## src/rtl/wb_grf_if.sv

```systemverilog
// rtl/wb_grf_if.sv - MEM/WB write-back and decode read-port bundle for wb_grf
interface wb_grf_if #(
  parameter int CNT_W = 32
);
  logic [4:0]       A3;
  logic [31:0]      AO;
  logic [31:0]      DR;
  logic [31:0]      PCp4;
  logic             RegWrite;
  logic             MemtoReg;
  logic [1:0]       Link;
  logic             AWAY;
  logic [4:0]       RA1;
  logic [4:0]       RA2;
  logic [31:0]      RD1;
  logic [31:0]      RD2;
  logic             WB_en;
  logic [4:0]       WB_addr;
  logic [31:0]      WB_data;
  logic [CNT_W-1:0] commit_cnt;

  modport master (
    output A3, AO, DR, PCp4, RegWrite, MemtoReg, Link, AWAY, RA1, RA2,
    input  RD1, RD2, WB_en, WB_addr, WB_data, commit_cnt
  );

  modport slave (
    input  A3, AO, DR, PCp4, RegWrite, MemtoReg, Link, AWAY, RA1, RA2,
    output RD1, RD2, WB_en, WB_addr, WB_data, commit_cnt
  );
endinterface

```

## src/rtl/wb_grf.sv

```systemverilog
// rtl/wb_grf.sv - write-back select, 32x32 register file, commit counter
// Optional write-before-read bypass on the read ports: GRF_BYPASS_EN
module wb_grf #(
  parameter logic [31:0] GP_INIT = 32'h0000_1800,
  parameter logic [31:0] SP_INIT = 32'h0000_2FFC,
  parameter int          CNT_W   = 32
) (
  input logic        CLK,
  input logic        reset,
  wb_grf_if.slave    bus
);

  logic [31:0]      regs [0:31];
  logic [31:0]      wb_data;
  logic             wb_en;
  logic [CNT_W-1:0] cnt_q;
  logic [31:0]      rd1;
  logic [31:0]      rd2;

  always_comb begin
    wb_data = bus.AO;
    unique case (bus.Link)
      2'b00: wb_data = bus.MemtoReg ? bus.DR : bus.AO;
      2'b01: wb_data = bus.PCp4 + 32'd4;
      2'b10: wb_data = bus.PCp4;
      2'b11: wb_data = bus.AO;
    endcase
  end

  // $0 writes and cancelled instructions never retire
  assign wb_en = bus.RegWrite & ~bus.AWAY & (bus.A3 != 5'd0);

  always_ff @(posedge CLK) begin
    if (!reset) begin
      for (int i = 0; i < 32; i++) begin
        regs[i] <= 32'd0;
      end
      regs[28] <= GP_INIT;
      regs[29] <= SP_INIT;
      cnt_q    <= '0;
    end else if (wb_en) begin
      regs[bus.A3] <= wb_data;
      cnt_q        <= cnt_q + 1'b1;
    end
  end

  always_comb begin
    rd1 = (bus.RA1 == 5'd0) ? 32'd0 : regs[bus.RA1];
    rd2 = (bus.RA2 == 5'd0) ? 32'd0 : regs[bus.RA2];
`ifdef GRF_BYPASS_EN
    if (wb_en && (bus.RA1 == bus.A3)) rd1 = wb_data;
    if (wb_en && (bus.RA2 == bus.A3)) rd2 = wb_data;
`endif
  end

  assign bus.RD1        = rd1;
  assign bus.RD2        = rd2;
  assign bus.WB_en      = wb_en;
  assign bus.WB_addr    = bus.A3;
  assign bus.WB_data    = wb_data;
  assign bus.commit_cnt = cnt_q;

endmodule

```

## src/flat_wrapper.sv

```systemverilog
// flat-port wrapper written by rule: the top's interface ports become plain ports
module wb_grf_flat 
#(
  parameter logic [31:0] GP_INIT = 32'h0000_1800,
  parameter logic [31:0] SP_INIT = 32'h0000_2FFC,
  parameter int          CNT_W   = 32
)
  (CLK, reset, bus_A3, bus_AO, bus_DR, bus_PCp4, bus_RegWrite, bus_MemtoReg, bus_Link, bus_AWAY, bus_RA1, bus_RA2, bus_RD1, bus_RD2, bus_WB_en, bus_WB_addr, bus_WB_data, bus_commit_cnt);
  wb_grf_if #(.CNT_W(CNT_W)) bus_i ();
  input logic CLK;
  input logic reset;
  input wire logic [$bits(bus_i.A3)-1:0] bus_A3;
  input wire logic [$bits(bus_i.AO)-1:0] bus_AO;
  input wire logic [$bits(bus_i.DR)-1:0] bus_DR;
  input wire logic [$bits(bus_i.PCp4)-1:0] bus_PCp4;
  input wire logic [$bits(bus_i.RegWrite)-1:0] bus_RegWrite;
  input wire logic [$bits(bus_i.MemtoReg)-1:0] bus_MemtoReg;
  input wire logic [$bits(bus_i.Link)-1:0] bus_Link;
  input wire logic [$bits(bus_i.AWAY)-1:0] bus_AWAY;
  input wire logic [$bits(bus_i.RA1)-1:0] bus_RA1;
  input wire logic [$bits(bus_i.RA2)-1:0] bus_RA2;
  output wire logic [$bits(bus_i.RD1)-1:0] bus_RD1;
  output wire logic [$bits(bus_i.RD2)-1:0] bus_RD2;
  output wire logic [$bits(bus_i.WB_en)-1:0] bus_WB_en;
  output wire logic [$bits(bus_i.WB_addr)-1:0] bus_WB_addr;
  output wire logic [$bits(bus_i.WB_data)-1:0] bus_WB_data;
  output wire logic [$bits(bus_i.commit_cnt)-1:0] bus_commit_cnt;
  assign bus_i.A3 = bus_A3;
  assign bus_i.AO = bus_AO;
  assign bus_i.DR = bus_DR;
  assign bus_i.PCp4 = bus_PCp4;
  assign bus_i.RegWrite = bus_RegWrite;
  assign bus_i.MemtoReg = bus_MemtoReg;
  assign bus_i.Link = bus_Link;
  assign bus_i.AWAY = bus_AWAY;
  assign bus_i.RA1 = bus_RA1;
  assign bus_i.RA2 = bus_RA2;
  assign bus_RD1 = bus_i.RD1;
  assign bus_RD2 = bus_i.RD2;
  assign bus_WB_en = bus_i.WB_en;
  assign bus_WB_addr = bus_i.WB_addr;
  assign bus_WB_data = bus_i.WB_data;
  assign bus_commit_cnt = bus_i.commit_cnt;
  wb_grf #(.GP_INIT(GP_INIT), .SP_INIT(SP_INIT), .CNT_W(CNT_W)) u_core (.CLK(CLK), .reset(reset), .bus(bus_i));
endmodule
```

## config.mk

```make
export PLATFORM = sky130hd
export DESIGN_NAME = wb_grf_flat
export DESIGN_NICKNAME = d
export VERILOG_FILES = /design/src/rtl/wb_grf_if.sv /design/src/rtl/wb_grf.sv /design/src/flat_wrapper.sv
export SDC_FILE = /design/constraint.sdc
export NUM_CORES = 2
export LEC_CHECK = 0
export CAP_MARGIN = 20
export CORE_MARGIN = 10
export CORE_UTILIZATION = 50
export CTS_CLUSTER_SIZE = 10
export DETAILED_ROUTE_END_ITERATION = 12
export GPL_TIMING_DRIVEN = 0
export PLACE_DENSITY_LB_ADDON = 0.25
export SETUP_SLACK_MARGIN = 0.15
export SYNTH_ARGS = -nofsm -noshare
export SYNTH_HDL_FRONTEND = slang
export SYNTH_SLANG_ARGS = --single-unit
export TNS_END_PERCENT = 30
```

## constraint.sdc

```tcl
create_clock -name CLK -period 4.9 [get_ports CLK]
set_input_delay 0.49 -clock CLK [delete_from_list [all_inputs] [get_ports CLK]]
set_output_delay 0.49 -clock CLK [all_outputs]
set_load 0.01 [all_outputs]
```

# Word level (Yosys, flattened, before mapping)
# Memories as Yosys holds them, arrays and structs flattened.
# Index checks and enable logic that the tools add are counted.
dict set report word_totals {
  mem_count 1
  ramBits 1024
  output_inout_bits 134
  in_bits 118
  regBits 32
  wordCells 30
}
# name words word_bits rd rd_clocked_by_memory_dff write_ports line
set mem_list {}
lappend mem_list {u_core.regs 32 32 2 0 32 wb_grf.sv:13} ;# logic [31:0] regs [0:31];
dict set report classes {
  mux 13
  add_sub_neg 2
  n_bitwise 5
  n_eq_ne 3
  n_reduce_logical 5
}
# operator n
set op_table {}
lappend op_table {{$mux W32} 6}
lappend op_table {{$pmux W32 S4} 1}
lappend op_table {{$add A32 B1 Y32 const B} 1}
lappend op_table {{$add A32 B3 Y32 const B} 1}
lappend op_table {{$reduce_or A32 Y1} 1}
lappend op_table {{$logic_not A5 Y1} 2}
lappend op_table {{$mux W1} 5}
lappend op_table {{$mux W5} 1}
lappend op_table {{$reduce_bool A5 Y1} 1}
lappend op_table {{$eq A2 B2 Y1 const B} 2}
lappend op_table {{$and A1 B1 Y1} 2}
lappend op_table {{$eq A2 B1 Y1 const B} 1}
lappend op_table {{$logic_not A2 Y1} 1}
lappend op_table {{$or A1 B1 Y1} 2}
lappend op_table {{$not A1 Y1} 1}

# Logic depth before layout (Yosys ltp)
dict set report logic_depth {
  ltp_word 8
  depth_mapped 9
  depth_no_buf 6
}

# Least setup slack after synthesis
# OpenSTA, ideal clock, no wires.
dict set report synth_timing {
  path_type {input to register}
  startpoint {input port bus_AWAY}
  endpoint {memory u_core.regs[31][0], enable pin}
  arrival_time_ps 2603
  path_buffers 2
  setup_slack_ps 1908
  stages 7
  setup_ps 389
  required_ps 4511
  cell_sequence {nand2b_1 > or2_1 > buf_2 > nor3_2 > nand3_1 > clkbuf_1 > nand2_1}
}
# element line
set synth_rtl {}
lappend synth_rtl {{start, declared} flat_wrapper.sv:19} ;# input wire logic [$bits(bus_i.AWAY)-1:0] bus_AWAY;
lappend synth_rtl {{end, declared} wb_grf.sv:13}

# Final worst setup path
dict set report layout_timing {
  startpoint {input port bus_RA2[2]}
  endpoint {output port bus_RD2[31]}
}
dict set report layout_between {
  elab_chain_cells 2
  word_cells_on_any_way 3
  classes_between {mux (1); reduce/logical (1); memory (1)}
}
# element line
set layout_rtl {}
lappend layout_rtl {{start, declared} flat_wrapper.sv:21} ;# input wire logic [$bits(bus_i.RA2)-1:0] bus_RA2;
lappend layout_rtl {{$mem_v2 Z32 W32 or $logic_not A5 Y1 (tied branches)} n/a}
lappend layout_rtl {{$mux W32 *} wb_grf.sv:49} ;# rd2 = (bus.RA2 == 5'd0) ? 32'd0 : regs[bus.RA2];
lappend layout_rtl {{end, declared} flat_wrapper.sv:23} ;# output wire logic [$bits(bus_i.RD2)-1:0] bus_RD2;
# Mark *: on every way between the ends. The rest lies on a longest branch, timed or not.

==> results_dict.tcl <==
set metrics [dict create \
    vias_per_cell 6.92 \
    ctsHoldBuffers 0 \
    fillers 9024 \
    routed.top_layer "met5" \
    crit_family "buffers and inverters" \
    drcViolationCount 0 \
    worstPathMaxFanout 10 \
    final_util_pct 57.8 \
    syn_area_um2 56400 \
    wl_met1_um 72900 \
    period_needed_ns 4.91 \
    syn_to_final_growth_pct 15.0 \
    netSwitchingPower_uw 6090 \
    worst_pin_slew_ns 1.24 \
    finalCritPeriodShare_pct 100 \
    ios 252 \
    clock_latency_ns 0.72 \
    fin_area_um2 64900 \
    hold_slack_ns 0.442 \
    irDropWorstVdd_uv 287 \
    syn_inst 4184 \
    grt_pass1_vias 42000 \
    comb_power_share_pct 16.6 \
    instances_no_fill 6160 \
    yosys.area.top_type "edfxtp_1" \
    cts_buffers 117 \
    wl_um 223000 \
    synth_commonest_cells "edfxtp_1 (1024), nor2_1 (980), mux4_2 (454)" \
    slew_viol_final 0 \
    wl_per_cell_um 36.1 \
    dp.cells 5994 \
    power.leakage_uw 0.0228 \
    hold_viol 0 \
    io_buffers 236 \
    htreeDepth 3 \
    setup_viol 2 \
    fin_ws_ns -0.00868 \
    max_stage_delay_ns 0.87 \
    synth-edff-count 1024 \
    maxSlewHeadroom_pct 17.4 \
    synthFlopType "edfxtp_1" \
    antenna_found_initial 9 \
    setup.worst_path.class "input port to output pin" \
    dieArea_um2 127000 \
    crit_required_ns 4.41 \
    cp_cell_sequence "buf_2 -> buf_4 -> clkbuf_1 -> mux4_2 -> mux2i_1 -> a221o_1 -> a31oi_1 -> clkdlybuf4s50_1" \
    gr-total-overflow 0 \
    synth.area.top_cells "edfxtp_1 (54%), mux4_2 (18%), nor2_1 (6.5%)" \
    layout.nets 4739 \
    die_h_um 356 \
    grt_usage_pct 34.4 \
    slowest_stage "clkbuf_1" \
    drt_first_iter_violations 7168 \
    synthArstFlopShare_pct 0 \
    route.met3.wl_um 32700 \
    die_w_um 356 \
    synth-seq-cells 1056 \
    met2_length_um 97400 \
    sw_frac_of_total_pct 27.3 \
    grt_max_degree 42 \
    synth_top_area_share_pct 54.5 \
    placed_area_um2 61600 \
    grt_pass1_wl_um 308000 \
    hold_path_class "input port to register" \
    drt_first_pass_iters 10 \
    status "finished, violations left" \
    coreArea_um2 112000 \
    critPathLaunchType "input port" \
    synth_sequential_area_ratio_pct 55.6 \
    fmax_ghz 0.204 \
    avgSynthCellArea_um2 13.5 \
    synth_cell_types 68 \
    cts_tree "built" \
    path_clk_slew_ns 0.06 \
    critPathBufInv 4 \
    cp-end-kind "output pin" \
    fin_skew_ns 0.0120 \
    violations "negative setup slack" \
    synth_warnings 0 \
    rsz0062_at_grt "yes" \
    start_util_pct 50.2 \
    power.density_nw_per_um2 344 \
    arrival_ns 4.42 \
    fp-row-count 123 \
    cts-root-buf "clkbuf_16" \
    dp.final_hpwl_um 163000 \
    drive_above_1_share_pct 22.5 \
    yosysMostFrequentCell "edfxtp_1" \
    num_vias 42600 \
    p_seq_share_pct 47.5 \
    clkPwrFrac_pct 35.8 \
    clk_path_buf_depth 3 \
    power.internal_uw 16200 \
    ant_nets 0 \
    cts_sinks 1056 \
    gp_congestion 1.02 \
    drv_cap 0 \
]
-- timing repair --
| action | in CTS | in global routing |
|---|---|---|
| pin swaps | 0 | 0 |
| endpoints found under the hold margin | 0 | 0 |
| buffers inserted | 0 | 0 |
| endpoints found under the setup margin | 35 | 28 |
| gates cloned | 0 | 0 |
| gates resized for setup | 13 | 15 |
-- tightest hold or removal path, delay by kind of cell --
family / cells / cell delay (ns)
AO/OA/AOI/OAI: 1 / 0.07
AND/OR/NAND/NOR: 2 / 0.20
buffers and inverters: 1 / 0.22
-- routing by layer --
metal | track usage, % | vias up
met1 | 41.8 | 21100
li1 | - | 16800
met4 | 24.2 | 10
met3 | 12.0 | 838
met5 | 1.38 | -
met2 | 50.9 | 3783
-- sequential cells by signal (all words and copies together), names as in the netlist --
register	count
u_core.regs	1024
u_core.bus.commit_cnt	32
-- path summary, 6_finish.rpt --
check | slack [ns] | endpoint | start | depth (start not counted)
setup reg to reg | 2.89 | u_core.bus.commit_cnt[27] | u_core.bus.commit_cnt[1] | 6
setup / recovery | -0.009 | bus_RD2[31] | bus_RA2[2] | 8
hold reg to reg | 0.50 | u_core.bus.commit_cnt[28] | u_core.bus.commit_cnt[28] | 2
hold / removal | 0.44 | u_core.regs[23][29] | bus_A3[3] | 4
-- kinds of logic after synthesis --
logic type                 after synthesis  share of synthesized area [%]
and+or+nand+nor                       1417                           10.5
buffers and inverters                  479                           3.77
muxes                                  811                           24.7
other                                    1                        0.00664
DFF                                   1056                           55.6
xor gates and xnor gates                39                          0.605
adders and majority gates                2                         0.0443
AOI/OAI and AO/OA                      379                           4.70
-- power by group through the flow --
stage	Sequential (uW)	Combinational (uW)	Clock [uW]
3_5_place_dp	10800	3580	0
5_1_grt	10600	3760	8260
3_3_place_gp	10800	3470	0
4_1_cts	10600	3590	7940
6_report	10600	3710	7990
2_1_floorplan	10700	1960	0
-- cell type report --
type	count	area, um2	area share, %
flip-flops and latches	1056	31400	48.4
well taps	1500	1880	2.89
clock inverters	9	90.1	0.139
inverters	38	143	0.220
diodes	1	2.50	0.00386
multi-input cells	2680	23100	35.7
clock buffers	150	3120	4.80
plain buffers	440	2010	3.09
repair buffers	286	3130	4.82
-- metrics by stage --
stage | TNS (ns) | total power (uW) | setup WS (ns)
2_1_floorplan | 0 | 12600 | 1.91
3_3_place_gp | -284.70 | 14200 | -0.603
3_5_place_dp | -6.21 | 14400 | -0.393
4_1_cts | 0 | 22100 | 0.0924
5_1_grt | 0 | 22700 | 0.0958
6_report | -0.00994 | 22300 | -0.00868
-- placed cells by master, fill, tap and decap left out, types with 25 or more instances in the layout --
cell type	instances
edfxtp_1	1024
nor2_1	979
mux4_2	454
clkbuf_1	253
clkdlybuf4s50_1	236
mux2i_1	229
nand2_1	177
buf_2	170
mux2_2	124
clkbuf_16	120
o22ai_1	118
a31oi_1	65
nand3_1	52
a221o_1	40
a21oi_1	37
inv_1	35
buf_4	33
nand2_2	32
dfxtp_1	32
conb_1	32
buf_12	29
o21ai_0	28
a22oi_1	28
xor2_1	25
Note: power is estimated with default switching activity, not from simulation.
